`config.mk`:
```
export PLATFORM = sky130hd
export DESIGN_NAME = store_buffer
export DESIGN_NICKNAME = d
export VERILOG_FILES = /design/src/rtl/store_buffer.sv
export SDC_FILE = /design/constraint.sdc
export NUM_CORES = 1
export LEC_CHECK = 0
export CORE_MARGIN = 5
export CORE_UTILIZATION = 30
export CTS_BUF_LIST = sky130_fd_sc_hd__clkbuf_8
export DETAILED_ROUTE_END_ITERATION = 16
export PLACE_DENSITY_LB_ADDON = 0.2
export SETUP_SLACK_MARGIN = 0.5
export SLEW_MARGIN = 10
export SYNTH_ARGS = -nofsm -noshare
export SYNTH_HDL_FRONTEND = slang
export SYNTH_SLANG_ARGS = --single-unit
```
`constraint.sdc`:
```
create_clock -name clk -period 19 [get_ports clk]
set_input_delay 5.7 -clock clk [delete_from_list [all_inputs] [get_ports clk]]
set_output_delay 5.7 -clock clk [all_outputs]
set_load 0.005 [all_outputs]
```
`src/rtl/store_buffer.sv`:
```
// Posted-write FIFO between MEM-stage load/store logic and data_memory.
// Drains one store per cycle, forwards loads from the youngest matching entry.
module store_buffer #(
    parameter int DATA_W = 24,
    parameter int ADDR_W = 24,
    parameter int DEPTH  = 4
) (
    input  logic                     clk,
    input  logic                     rst_n,
    input  logic                     st_valid,
    input  logic [ADDR_W-1:0]        st_addr,
    input  logic [DATA_W-1:0]        st_data,
    output logic                     st_ready,
    input  logic                     ld_req,
    input  logic [ADDR_W-1:0]        ld_addr,
    output logic [DATA_W-1:0]        ld_data,
    output logic                     ld_fwd,
    input  logic                     drain_hold,
    output logic                     empty,
    output logic [$clog2(DEPTH):0]   count,
    output logic [ADDR_W-1:0]        mem_address,
    output logic [DATA_W-1:0]        mem_write_data,
    output logic                     mem_write,
    output logic                     mem_read,
    input  logic [DATA_W-1:0]        mem_read_data
);

    localparam int PTR_W = $clog2(DEPTH);
    localparam int CNT_W = PTR_W + 1;

    logic [ADDR_W-1:0] entry_addr [DEPTH];
    logic [DATA_W-1:0] entry_data [DEPTH];
    logic [DEPTH-1:0]  entry_valid;
    logic [PTR_W-1:0]  head;
    logic [PTR_W-1:0]  tail;
    logic [CNT_W-1:0]  count_q;

    logic              full;
    logic              push;
    logic              drain;
    logic              fwd_hit;
    logic [DATA_W-1:0] fwd_data;
    logic [PTR_W-1:0]  scan_idx;
    logic              ld_miss;

    assign full     = (count_q == CNT_W'(DEPTH));
    assign empty    = (count_q == '0);
    assign st_ready = !full;
    assign count    = count_q;
    assign push     = st_valid && !full;

    // Walk entries oldest to youngest so the last match found is the youngest.
    always_comb begin
        fwd_hit  = 1'b0;
        fwd_data = '0;
        scan_idx = head;
        for (int i = 0; i < DEPTH; i++) begin
            scan_idx = head + PTR_W'(i);
            if (entry_valid[scan_idx] && (entry_addr[scan_idx] == ld_addr)) begin
                fwd_hit  = 1'b1;
                fwd_data = entry_data[scan_idx];
            end
        end
    end

    assign ld_miss = ld_req && !fwd_hit;
    assign drain   = !ld_miss && !empty && !drain_hold;
    assign ld_fwd  = ld_req && fwd_hit;
    assign ld_data = fwd_hit ? fwd_data : mem_read_data;

    // A load miss owns the single memory port; otherwise the head store drains.
    always_comb begin
        mem_read       = 1'b0;
        mem_write      = 1'b0;
        mem_address    = '0;
        mem_write_data = '0;
        if (ld_miss) begin
            mem_read    = 1'b1;
            mem_address = ld_addr;
        end else if (drain) begin
            mem_write      = rst_n;
            mem_address    = entry_addr[head];
            mem_write_data = entry_data[head];
        end
    end

    always_ff @(posedge clk or negedge rst_n) begin
        if (!rst_n) begin
            head        <= '0;
            tail        <= '0;
            count_q     <= '0;
            entry_valid <= '0;
        end else begin
            if (push) begin
                tail                <= tail + 1'b1;
                entry_valid[tail]   <= 1'b1;
            end
            if (drain) begin
                head                <= head + 1'b1;
                entry_valid[head]   <= 1'b0;
            end
            case ({push, drain})
                2'b10:   count_q <= count_q + 1'b1;
                2'b01:   count_q <= count_q - 1'b1;
                default: count_q <= count_q;
            endcase
        end
    end

    // Payload storage needs no reset; validity is tracked separately.
    always_ff @(posedge clk) begin
        if (push) begin
            entry_addr[tail] <= st_addr;
            entry_data[tail] <= st_data;
        end
    end

endmodule

```
==> summary by stage, run 1 <==
Route
The via count is 10560. The count of nets left with antenna violations after detail routing is 0. Dividing the detail-routed via count by the number of cells gives 5.460. The detailed-route DRC error count is 0. Dividing the detail-routed wire length by the instance count gives 23.99 um. The detailed router finished its first iteration with 790 violations. The number of search-and-repair iterations in the first detailed-routing pass is 5. Summed over all layers, the routed wires come to 46400 um.

Clock network
The tree is rooted in a sky130_fd_sc_hd__clkbuf_8. The CTS tree is yes. For the worst-skew pair, the clock arrives at the later sink with an insertion delay of 560 ps. The maximum buffer depth of the clock tree is 3.

After clock tree synthesis, the flow added hold-fix buffers numbering 0. The post-CTS setup buffer count is 0. The post-cts gate resize count is 0. The number of buffers created by CTS is 40. Clock tree synthesis found a total of 203 sinks. The H-tree depth is 2.

The clock slew at the register clock pins of the worst setup and hold paths is 60 ps.

Synthesis
The Yosys step of the flow raised 0 warnings. The mean instance size in the synthesized netlist is 13.33 um^2. For this run, the leading register cell type out of synthesis is sky130_fd_sc_hd__edfxtp_1. Synthesis instantiated 63 different standard cells from the library. The synthesized netlist cell count is 1103.

The post-synthesis cell area is 0.01470 mm^2. The sequential share of the synthesized area is 0.4108. The post-synthesis sequential element count is 203. The net count of the mapped netlist is 1214.

The number of enable-type register cells in the synthesized netlist is 192. The share of flip-flops with an asynchronous set or reset after synthesis is 0.05419.

Worst setup path
The worst setup path is launched from an input port. The data required time of the worst path is 13300 ps. The critical path is of the in2out type.

Data on the critical path arrives at its endpoint at 10140 ps. The critical path starts at ld_addr[16]. The startpoint identified for the worst register-to-register timing path is head[0]. The maximum fanout along the worst path is 26. STA classifies the critical path endpoint as an output pin. The flop-to-flop setup slack is 10850 ps.

Place
The instance area after placement is 0.01700 mm^2. OpenSTA, run right after detailed placement, puts the worst setup slack at 3148 ps. At the end of routability-driven placement, the weighted congestion stood at 0.8878. The wire-length estimate of the detail-placed layout is 30780 um. The number of placed instances, taps included, is 1862. The number of input and output port buffers inserted is 180.

Die
The total area inside the core boundary comes to 0.04875 mm^2. From left edge to right edge, the die measures 231.4 um. The row count is 81. The area enclosed by the die boundary is 0.05354 mm^2. For this configuration, the core starts out at a cell density of 0.3016.

During I/O placement, the number of pins put on the boundary was 181. From bottom edge to top edge, the die measures 231.4 um.

Finish
Across the whole layout, storage elements account for 0.006048 mm^2. In the layout the commonest cells are 192 x sky130_fd_sc_hd__edfxtp_1, 180 x sky130_fd_sc_hd__clkdlybuf4s50_1, 165 x sky130_fd_sc_hd__mux4_2. Excluding fillers, the count of instances in the completed layout stands at 1934. At the end of the flow, the number of nets in the layout was 1351. The ratio of cells with drive above 1 in the final layout is 0.2082. The final design area excluding fillers is 0.01772 mm^2.

Relative to the synthesized area, the layout overhead comes to 20.52%. The multi-input combinational cells in the finished layout cover a total of 0.007924 mm^2. The count of filler cells inserted in the layout is 4711. The most common library cell in the layout ignoring fill and taps is sky130_fd_sc_hd__edfxtp_1.

STA
The post-layout worst setup margin is 3162 ps. For the pin with the worst max-slew slack, the measured transition is 1089 ps. For this run, the top clock speed supported by timing is 63.14 MHz.

The number of hold violations in the final report was 0. The share of the clock period used by the worst path after layout is 0.8336. Setup repair after global routing left no endpoint under its margin. The tightest slew margin relative to the limit is 0.2739. The clock arrives with 25.88 ps of skew. The count of final setup violators is 0. Counting I/O delays and the setup requirement, the final critical path takes 15840 ps. The number of max-slew violations in the final report is 0. Adding up every negative setup slack in the final design gives 0 ps.

Power and ir drop
The fraction of power consumed by combinational cells is 0.575. The largest vdd supply drop is 100.3 uV. The analysis attributes to net switching a power of 1044 uW. The share of total power dissipated in sequential elements is 0.271. The leakage power figure is 0.005810 uW. The switching portion of total power is 0.3948. Of the total power, the clock network draws 0.154.

The total power density per cell area is 149.3 mW/mm^2. Internal power comes to 1601 uW.

GRT
The pin count of the biggest net entering global routing is 108. The met3 routing resource usage after global routing is 0.03295. The via count of the first global-routing pass was 10690. The initial antenna violation count is 5. The first global-routing pass estimated 69370 um of wire. The total overflow left after global routing is 0. The global-route track usage on met2 is 0.2821. The highest-utilization routing layer at the global route stage is met2. The met1 capacity usage during global routing is 0.2263. Across every metal layer, demand over resource in global routing totals 0.1692.

Outcome
The run finished with clean final reports.

Flow run
The number of maximum-capacitance constraint violations is 0.

Worst hold path
In this run the most critical hold path is launched from count[2]. The class of the tightest hold or removal check is reg2reg.
## stage by stage
step,utilization,hold WS (ps),power (uW)
after floorplan,-,503.6,1867
after global placement,0.3487,508.1,2264
after detailed placement,0.3487,525.4,2254
after CTS,0.3634,551.0,2680
after global routing,0.3635,557.4,2813
final,0.3635,537.3,2645
## registers in the layout (all words and copies together), names as in the netlist
name and cells:
head 2, entry_valid 4, entry_data 96, count 3
tail 2, entry_addr 96
## critical path: stages
cell and delay [ps]:
sky130_fd_sc_hd__clkdlybuf4s50_1 810, sky130_fd_sc_hd__o22ai_1 180, sky130_fd_sc_hd__or3_1 380, sky130_fd_sc_hd__a2111oi_4 390, sky130_fd_sc_hd__nand4_2 170, sky130_fd_sc_hd__buf_4 300
sky130_fd_sc_hd__o2111ai_4 550, sky130_fd_sc_hd__o21a_1 890, sky130_fd_sc_hd__and2_1 250, sky130_fd_sc_hd__clkdlybuf4s50_1 500
## cells by family (layout without fill, tap and decap cells)
logic type,after synthesis,count (layout),share of synthesized area
adder cells (fa/ha/maj),10,10,0.009020
multiplexers,243,243,0.3069
XOR/XNOR,82,82,0.04884
AO/OA/AOI/OAI,172,172,0.08237
other,0,2,0
AND/OR/NAND/NOR,230,230,0.08918
buffers and inverters,163,328,0.05284
flip-flops,203,203,0.4108
## Yosys cell counts, types with 11 or more instances
cell type	count	area share
sky130_fd_sc_hd__o22ai_1	11	0.0047
sky130_fd_sc_hd__nand4_1	37	0.016
sky130_fd_sc_hd__o21ai_1	15	0.0051
sky130_fd_sc_hd__edfxtp_1	192	0.39
sky130_fd_sc_hd__inv_1	51	0.013
sky130_fd_sc_hd__nor3b_1	24	0.012
sky130_fd_sc_hd__and2_1	27	0.011
sky130_fd_sc_hd__and3_1	11	0.0047
sky130_fd_sc_hd__nor2_1	37	0.0094
sky130_fd_sc_hd__buf_2	27	0.0092
sky130_fd_sc_hd__o311ai_1	25	0.015
sky130_fd_sc_hd__or2_0	24	0.010
sky130_fd_sc_hd__mux4_2	165	0.25
sky130_fd_sc_hd__clkbuf_1	56	0.014
sky130_fd_sc_hd__a31oi_1	27	0.011
sky130_fd_sc_hd__xnor2_1	77	0.046
sky130_fd_sc_hd__buf_4	13	0.0066
sky130_fd_sc_hd__dfrtp_1	11	0.019
sky130_fd_sc_hd__buf_6	11	0.0084
sky130_fd_sc_hd__mux2i_1	65	0.044
sky130_fd_sc_hd__o211ai_1	18	0.0092
sky130_fd_sc_hd__nand2_1	31	0.0079
sky130_fd_sc_hd__a21oi_1	33	0.011
## layout make-up
cell class / count / share of cell area
Multi-Input combinational cell: 737 / 0.4471
Sequential cell: 203 / 0.3413
Timing Repair Buffer: 204 / 0.1125
Tap cell: 664 / 0.04688
Clock buffer: 41 / 0.03184
Inverter: 54 / 0.01144
Clock inverter: 29 / 0.008613
Antenna cell: 2 / 0.0002824
## final timing paths
kind	endpoint	depth (start not counted)
worst min-delay path	count[2]	1
worst max register to register	count[2]	19
min in group asynchronous	entry_valid[3]	1
worst min register to register	count[2]	1
worst max-delay path	mem_write_data[16]	10
max in group asynchronous	head[0]	1
## layer usage
metal,wire (um),vias up
li1,-,4716
met1,19770,5438
met2,22790,337
met3,2681,65
met4,1122,4
met5,34,-
## power by group through the flow
| stage | combinational, uW | clock [uW] | sequential [uW] |
|---|---|---|---|
| global placement | 1540 | 0 | 721 |
| floorplan | 1210 | 0 | 655 |
| global route | 1640 | 442 | 735 |
| CTS | 1540 | 423 | 717 |
| finish | 1520 | 407 | 716 |
| detailed placement | 1530 | 0 | 724 |
(Power assumes the default switching activity.)
==> run 2: changes to the inputs <==
Clock period 19 ns to 15.9 ns, I/O delays scaled along.
==> summary by stage, run 2 (synthesis results as in run 1) <==
STA
The number of hold violations in the final report is 0 (unchanged). The maximum clock skew at final layout is 40.69 ps (was 25.88 ps). The count of final setup violators is 0 (unchanged).

Of the available clock period, the critical path in the final layout requires 0.8666. The fmax is 72.57 MHz. The pin slew with the least headroom to its limit is 1060 ps (was 1089 ps). The number of max-slew violations in the final report came to 0 (unchanged). RSZ-0062 raised after global routing: false (unchanged). The tightest slew margin relative to the limit is 0.2935 (was 0.2739). For the finished layout, the period the worst path requires is 13780 ps.

The setup total negative slack is 0 ps (unchanged).

Worst setup path
The total number of cells along the worst setup path is 10 (unchanged). The stage delay of the slowest cell on the critical path came to 800 ps (was 890 ps). The endpoint of the worst register-to-register path is count[2] (unchanged). The length in cells of the worst reg-to-reg path is 19 (unchanged).

The cell at the slowest stage of the critical path is sky130_fd_sc_hd__or2_1 (was sky130_fd_sc_hd__o21a_1). The worst reg2reg path startpoint is head[0] (unchanged). The cell class contributing the biggest share of worst-path delay was buffers and inverters (was compound AO/OA/AOI/OAI gates). The type of the setup path with the least slack is in2out (unchanged). The startpoint class of the critical path is an input port (unchanged). The maximum fanout along the worst path is 49 (was 26). The capturing element type of the critical path is an output pin (unchanged). The arrival time of the worst setup path came to 9010 ps (was 10140 ps).

The buffers plus inverters on the worst setup path was 3 (unchanged). The flop-to-flop setup slack is 8580 ps (was 10850 ps). The data required time of the worst path is 11130 ps (was 13300 ps). Critical path, cell by cell: clkdlybuf4s50_1 > xnor2_1 > nand4_1 > nor4_1 > nand4_1 > buf_4 > o2111ai_4 > or2_1 > mux2i_1 > clkdlybuf4s50_1 (was clkdlybuf4s50_1 > o22ai_1 > or3_1 > a2111oi_4 > nand4_2 > buf_4 > o2111ai_4 > o21a_1 > and2_1 > clkdlybuf4s50_1).

Finish
The most common library cell in the layout ignoring fill and taps is sky130_fd_sc_hd__edfxtp_1 (unchanged). The layout overhead on the synthesized area came to 22.05% (was 20.52%). The final cell utilization of the core is 0.3681 (was 0.3635). The area of combinational cells with multiple inputs is 0.007930 mm^2 (was 0.007924 mm^2). The final design area excluding fillers was 0.01795 mm^2 (was 0.01772 mm^2). The count of filler cells inserted in the layout was 4668 (was 4711).

Most used cells in the layout excluding fill and tap cells: 192 x sky130_fd_sc_hd__edfxtp_1, 180 x sky130_fd_sc_hd__clkdlybuf4s50_1, 165 x sky130_fd_sc_hd__mux4_2 (unchanged). The ratio of cells with drive above 1 in the final layout is 0.2210 (was 0.2082). The number of nets in the final layout is 1354 (was 1351).

The footprint of the flip-flops and latches is 0.006048 mm^2 (unchanged). Largest registers: entry_addr x96, entry_data x96, entry_valid x4 (unchanged).

Route
The number of DRC markers after the initial detailed-route iteration is 794 (was 790). The number of search-and-repair iterations in the first detailed-routing pass is 5 (unchanged). The routed length per instance came to 23.99 um (about the same). The count of nets left with antenna violations after detail routing is 0 (unchanged).

The sum of routed wire length over all layers is 46560 um (was 46400 um). The detailed-route DRC error count is 0 (unchanged). The detail-routed via count per cell is 5.461 (was 5.460). The via count came to 10600 (was 10560).

Power and ir drop
The largest vdd supply drop is 90.93 uV (was 100.3 uV). The part of the power in registers is 0.265 (was 0.271). The internal power component is 2023 uW (was 1601 uW). The switching portion of total power was 0.3857 (was 0.3948). The part of the total power dissipated in the clock network is 0.186 (was 0.154). The total power density per cell area is 183.5 mW/mm^2 (was 149.3 mW/mm^2). The net load switching power is 1270 uW (was 1044 uW). The fraction of power consumed by combinational cells was 0.549 (was 0.575). The leakage power figure is 0.005894 uW (was 0.005810 uW).

GRT
The met1 capacity usage during global routing is 0.2242 (was 0.2263). The pin count of the biggest net entering global routing is 65 (was 108). The met3 routing resource usage after global routing is 0.03969 (was 0.03295). The remaining global-route overflow is 0 (unchanged). The global-route wire length before repair came to 69280 um (was 69370 um). The via count of the first global-routing pass is 10900 (was 10690). The total track usage is 0.1701 (was 0.1692). The global-route track usage on met2 was 0.2786 (was 0.2821).

The initial antenna violation count was 6 (was 5). The highest-utilization routing layer at the global route stage is met2 (unchanged).

Clock network
The CTS tree is yes (unchanged). The number of buffers inserted for hold repair after clock tree synthesis is 0 (unchanged). The H-tree depth is 2 (unchanged). The post-cts gate resize count is 0 (unchanged). The post-CTS setup buffer count was 0 (unchanged). The number of buffers created by CTS was 42 (was 40). The clock tree root driver cell is sky130_fd_sc_hd__clkbuf_8 (unchanged).

The total number of clock tree sinks was 203 (unchanged). The maximum buffer depth of the clock tree is 3 (unchanged). The clock latency on the worst-skew pair is 610 ps (was 560 ps). The clock slew at the register clock pins of the worst setup and hold paths is 60 ps (about the same).

Flow run
The number of maximum-capacitance constraint violations is 0 (unchanged).

Worst hold path
The beginning of the worst hold path is count[2] (unchanged). The endpoint with the worst hold slack was count[2] (unchanged). The class of the tightest hold or removal check was reg2reg (unchanged). The number of cells on the worst hold path is 1 (unchanged).

Die
The number of top-level pins is 181 (unchanged). The core region area is 0.04875 mm^2 (unchanged). The die extent in y is 231.4 um (unchanged). The row count is 81 (unchanged). The starting density of the core is 0.3016 (unchanged). The area enclosed by the die boundary came to 0.05354 mm^2 (unchanged). The chip width was 231.4 um (unchanged).

Place
The number of input and output port buffers inserted was 180 (unchanged). The last weighted congestion value of the routability-driven placer is 0.8933 (was 0.8878). The post-detailed-placement half-perimeter wirelength was 31400 um (was 30780 um).

The instance area after placement was 0.01700 mm^2 (about the same).

Outcome
Outcome: complete, no violations (unchanged).
-- run 2: how the worst max path moves through the flow --
stage	from	end	slack, ps
2_1_floorplan	ld_addr[7]	mem_address[0]	4070
3_3_place_gp	ld_addr[18]	mem_write_data[2]	2140
3_5_place_dp	ld_addr[7]	mem_write_data[6]	2140
4_1_cts	ld_addr[7]	mem_write_data[6]	2120
5_1_grt	ld_addr[13]	mem_address[19]	1890
6_report	ld_addr[13]	mem_address[19]	2120
-- run 2: layout make-up --
cell class | instances | share of cell area
multi-input combinational | 737 | 0.4419
sequential | 203 | 0.3370
clock buffer | 46 | 0.03528
clock inverter | 31 | 0.01722
tap | 664 | 0.04629
inverter | 54 | 0.01129
timing repair buffer | 205 | 0.1109
antenna | 1 | 0.0001394
-- run 2: routing by layer --
layer,part of all wire,vias to the layer above
met3,0.061,88
met4,0.029,8
li1,-,4728
met1,0.42,5443
met5,0.00084,-
met2,0.49,333
-- run 2: metrics by stage --
step                hold slack [ps]  total power (uW)  instances  setup slack (ps)
global placement              509.3              2707       1863              2136
detailed placement            524.6              2701       1863              2135
global route                  575.1              3497       1941              1894
floorplan                     503.6              2231       1103              4066
CTS                           538.1              3339       1940              2125
finish                        528.6              3294       1941              2121
-- run 2: power groups by stage --
| stage | logic [uW] | clock network [uW] | registers, uW |
|---|---|---|---|
| 2_1_floorplan | 1450 | 0 | 782 |
| 4_1_cts | 1830 | 634 | 872 |
| 3_3_place_gp | 1830 | 0 | 875 |
| 3_5_place_dp | 1820 | 0 | 881 |
| 6_report | 1810 | 614 | 871 |
| 5_1_grt | 1940 | 658 | 894 |
==> RTL change 1 (flow settings as in run 2) <==
Put one more register stage on the output `count`, without a reset. The value now appears one clock later. The other outputs are not delayed to match.
--- a/src/rtl/store_buffer.sv
+++ b/src/rtl/store_buffer.sv
@@ -46,7 +46,9 @@
     assign full     = (count_q == CNT_W'(DEPTH));
     assign empty    = (count_q == '0);
     assign st_ready = !full;
-    assign count    = count_q;
+    always_ff @(posedge clk) begin
+        count <= count_q;
+    end
     assign push     = st_valid && !full;
 
     // Walk entries oldest to youngest so the last match found is the youngest.
Formal check against the unedited RTL: not equivalent (Yosys sat finds a counterexample within 4 cycles, from zero or initial values and one cycle with rst_n low).
==> RTL change 1 against run 2 <==
Synthesized area increased by 0.41%; total power fell by 2.3%; design area shrank 0.81%; utilization decreased by 0.37 points; setup slack worse by 0.13 ns; hold slack worse by 0.11 ns; clock skew is 0.0072 ns lower; sequential cell count increased by 3; first-iteration DRC count grew 5.8%; wire length is 1.7% higher.
==> RTL change 1: results <==
group,metric,value,unit
route,met2RoutedLength,22500,um
critical_path,critical_path_capture_point,"mem_address[19]",
power,combinational_cell_fraction_of_total_power,57.4,%
route,met1_length,20400,um
grt,grt_pass1_wl,71000,um
logic_synthesis,synth_common_cells,"sky130_fd_sc_hd__edfxtp_1 (192), sky130_fd_sc_hd__mux4_2 (165), sky130_fd_sc_hd__xnor2_1 (77), sky130_fd_sc_hd__mux2i_1 (65), sky130_fd_sc_hd__clkbuf_1 (56)",
worst_hold_path,min-delay-path-class,"reg -> reg",
place,placed_area,17100,um^2
layout,fraction_of_layout_cells_with_a_size_suffix_above_1,20.6,%
critical_path,critical_path.reg2reg.endpoint,"count_q[2]$_DFFE_PN0P_",
logic_synthesis,synth.distinct_cells,64,
grt,grt_util_all_layers,17.3,%
sta,timing_worst_slew_pin_value,0.956,ns
power,p_leak,5.83,nW
logic_synthesis,net_count_after_synthesis,1217,
place,port-buffer-count,180,
clock_network,post_cts_buffers,0,
logic_synthesis,synth_async_sr_flop_share,5.34,%
critical_path,regToRegStartpoint,"head[0]$_DFFE_PN0N_",
clock_network,cts.root.buffer_cell,"sky130_fd_sc_hd__clkbuf_8",
clock_network,cts-buffers-inserted,38,
clock_network,cts.reportedPaths.clkPinSlew,0.06,ns
route,maxUsedRoutingLayer,"met5",
critical_path,timing.reg2reg.setup_slack,8.89,ns
critical_path,r2r_cells,18,
run_status,outcome,"complete, no violations",
place,dp.final_hpwl,31900,um
route,post_drt_via_cell_ratio,5.53,
layout,top_regs,"entry_addr: 96 flops, entry_data: 96 flops, entry_valid: 4 flops",
power,clkPwrFrac,15.7,%
grt,maximum_number_of_pins_on_one_net_before_global_route_repair,150,
clock_network,ctsResizeCount,0,
clock_network,cts_max_path_buffers,3,
grt,grt_antenna_before_repair,6,
logic_synthesis,synth.yosys.seq_area_share,41.3,%
logic_synthesis,leading_post_synthesis_cells_by_cell_area,"sky130_fd_sc_hd__edfxtp_1 (39%), sky130_fd_sc_hd__mux4_2 (25%), sky130_fd_sc_hd__xnor2_1 (4.6%), sky130_fd_sc_hd__mux2i_1 (4.4%), sky130_fd_sc_hd__dfrtp_1 (1.9%)",
critical_path,critical_path.max_fanout,26,
logic_synthesis,synthesis.yosys.warnings,0,
place,gp_routability_congestion,0.858,
route,detail_route.wl_per_cell,24.5,um
grt,first_global_vias,11023,
route,firstDrtPassIters,5,
critical_path,critPathLaunch,"ld_addr[16]",
clock_network,insertion_delay,0.58,ns
sta,clock_skew,0.0335,ns
power,internal_power,1.95,mW
layout,finish.net_count,1350,
route,detail_route.iter0.violations,840,
clock_network,htree_num_levels,2,
power,maximum_vdd_ir_drop,0.112,mV
logic_synthesis,synth-edff-count,192,
critical_path,timing.critical_path.arrival,9.14,ns
route,met3_length,3100,um
RTL change 1: cell types whose count changed in the layout (fill, tap and decap cells not counted), sizes merged:
cell,run 2,this run
diode,1,3
bufinv,6,2
clkbuf,46,43
inv,64,67
buf,25,22
dfxtp,0,3
clkinvlp,5,1
clkinv,10,8
RTL change 1: per-layer routing:
| metal | vias to the layer above | GRT usage, % |
|---|---|---|
| met3 | 77 | 3.60 |
| met1 | 5534 | 23.5 |
| met5 | - | 0 |
| met2 | 365 | 27.8 |
| met4 | 6 | 5.83 |
| li1 | 4717 | - |
RTL change 1: worst min path at each step:
stage	end	from	depth (start not counted)	slack (ns)
2_1_floorplan	count[1]$_DFF_P_	count_q[1]$_DFFE_PN0P_	0	0.37
3_3_place_gp	count[1]$_DFF_P_	count_q[1]$_DFFE_PN0P_	0	0.41
3_5_place_dp	count[1]$_DFF_P_	count_q[1]$_DFFE_PN0P_	0	0.39
4_1_cts	count[1]$_DFF_P_	count_q[1]$_DFFE_PN0P_	0	0.42
5_1_grt	count[1]$_DFF_P_	count_q[1]$_DFFE_PN0P_	0	0.44
6_report	count[1]$_DFF_P_	count_q[1]$_DFFE_PN0P_	0	0.42
RTL change 1: worst max-delay path, stage by stage:
cell and delay [ns]:
sky130_fd_sc_hd__clkdlybuf4s50_1 0.85, sky130_fd_sc_hd__o22ai_1 0.20, sky130_fd_sc_hd__or3_1 0.38, sky130_fd_sc_hd__a2111oi_4 0.41
sky130_fd_sc_hd__nand4_2 0.12, sky130_fd_sc_hd__buf_4 0.27, sky130_fd_sc_hd__o2111ai_4 0.55, sky130_fd_sc_hd__or2_1 0.29
sky130_fd_sc_hd__buf_4 0.35, sky130_fd_sc_hd__mux2i_1 0.36, sky130_fd_sc_hd__clkdlybuf4s50_1 0.57
RTL change 1: final cells by class:
cell class,count,area (um^2)
antenna,3,7.51
clock buffer,43,592
clock inverter,24,151
fill,4766,31000
inverter,54,203
multi-input combinational,737,7930
sequential,206,6110
tap,664,831
timing repair buffer,202,1980
RTL change 1: kinds of logic (layout without fill, tap and decap cells):
kind of cell	count (synthesis)	after routing	synth area share (%)
buffers and inverters	163	323	5.26
DFF	206	206	41.3
other	0	3	0
adders and majority gates	10	10	0.898
xor gates and xnor gates	82	82	4.86
muxes	243	243	30.6
AOI/OAI and AO/OA	172	172	8.20
and+or+nand+nor	230	230	8.88
RTL change 1: metrics by stage:
stage	total power, mW	instances	utilization (%)	hold WS, ns	setup WS (ns)
final	3.22	1933	36.4	0.420	1.99
after global routing	3.42	1932	36.4	0.437	1.85
after CTS	3.26	1930	36.4	0.424	1.98
after detailed placement	2.73	1863	34.9	0.391	2.01
after global placement	2.74	1863	34.9	0.407	2.07
after floorplan	2.24	1106	-	0.368	4.07
==> RTL change 2 (config.mk and constraints of run 2) <==
Made on the original files. Change the parameter `ADDR_W` from 24 to 36.
--- a/src/rtl/store_buffer.sv
+++ b/src/rtl/store_buffer.sv
@@ -2,7 +2,7 @@
 // Drains one store per cycle, forwards loads from the youngest matching entry.
 module store_buffer #(
     parameter int DATA_W = 24,
-    parameter int ADDR_W = 24,
+    parameter int ADDR_W = 36,
     parameter int DEPTH  = 4
 ) (
     input  logic                     clk,
Interface: changed (resized ld_addr, mem_address and st_addr); port bits go from 181 to 217. No check against the original RTL was run, so the function may have changed too.
==> RTL change 2 against run 2 <==
First-iteration DRC count up 46%; synthesized cell count grew 23%; sequential share of layout area up 0.16 points; synthesized area rose by 26%; total power is 23% higher; wire length rose by 35%; setup slack worse by 0.58 ns; clock power fell by 4.4%; critical path depth increased by 3; clock skew down 0.022 ns; sequential power rose by 21%; sequential cell count up 48; design area rose by 23%.
==> RTL change 2: results <==
group,metric,value,unit
logic_synthesis,synth.yosys.seq_area_share,40.5,%
route,met3_length,4260,um
critical_path,worst_path_largest_cell_delay,0.70,ns
grt,use_met1,24.5,%
critical_path,cell_family_with_most_cp_delay,"simple AND/OR/NAND/NOR gates",
grt,grtUsageMet3,4.19,%
power,pwr.group.combinational,2.41,mW
logic_synthesis,leading_post_synthesis_cells_by_cell_area,"sky130_fd_sc_hd__edfxtp_1 (39%), sky130_fd_sc_hd__mux4_2 (23%), sky130_fd_sc_hd__mux2i_1 (8.4%), sky130_fd_sc_hd__xnor2_1 (5.7%), sky130_fd_sc_hd__nor2b_1 (1.7%)",
grt,first_global_vias,13442,
sta,clock_skew,0.0191,ns
layout,top_regs,"entry_addr: 144 flops, entry_data: 96 flops, entry_valid: 4 flops",
logic_synthesis,synth_async_sr_flop_share,4.38,%
layout,layout.filler_cells,5920,
logic_synthesis,net_count_after_synthesis,1494,
layout,finish.net_count,1670,
route,post_drt_via_cell_ratio,5.55,
critical_path,critPathLaunch,"ld_addr[28]",
route,met1_length,26700,um
place,placed_area,21200,um^2
logic_synthesis,post_synthesis_compound_gate_area_fraction,6.32,%
layout,fraction_of_layout_cells_with_a_size_suffix_above_1,20.8,%
power,total_power_divided_by_cell_area,183,nW/um^2
place,detailedPlace.worstSlack,1.52,ns
critical_path,critical_path.max_fanout,26,
route,detail_route.iter0.violations,1163,
grt,grt_pass1_wl,91400,um
clock_network,cts-buffers-inserted,47,
grt,maximum_number_of_pins_on_one_net_before_global_route_repair,111,
logic_synthesis,synth-edff-count,240,
route,met2RoutedLength,30400,um
run_status,outcome,"complete, no violations",
power,maximum_vdd_ir_drop,0.106,mV
critical_path,timing.critical_path.arrival,9.59,ns
place,gp_routability_congestion,0.889,
==> RTL change 2: cell types whose count changed after synthesis, sizes merged, moves of 19 or more <==
cell           run 2  this run
a21oi             33         8
and2              27         2
buf               53        72
edfxtp           192       240
mux2i             65       156
mux4             165       190
nand2             31        57
nor2b              4        50
nor3b             24         1
nor4b              1        24
o21bai             0        25
o311ai            25         2
or2               27         2
xnor2             77       121
==> RTL change 2: stage by stage <==
stage	std cells	hold WS, ns	utilization [%]
4_1_cts	2361	0.536	36.0
3_5_place_dp	2276	0.515	34.6
5_1_grt	2365	0.559	36.0
2_1_floorplan	1359	0.504	-
6_report	2367	0.529	36.0
3_3_place_gp	2276	0.525	34.6
==> RTL change 2: layout make-up <==
cell class                      instances  area, um^2  area share, %
Multi-Input combinational cell        925       10100           45.8
Sequential cell                       251        7490           33.9
Timing Repair Buffer                  243        2390           10.8
Tap cell                              790         988           4.47
Clock buffer                           50         688           3.11
Inverter                               67         251           1.14
Clock inverter                         35         176          0.798
Antenna cell                            6        15.0         0.0679
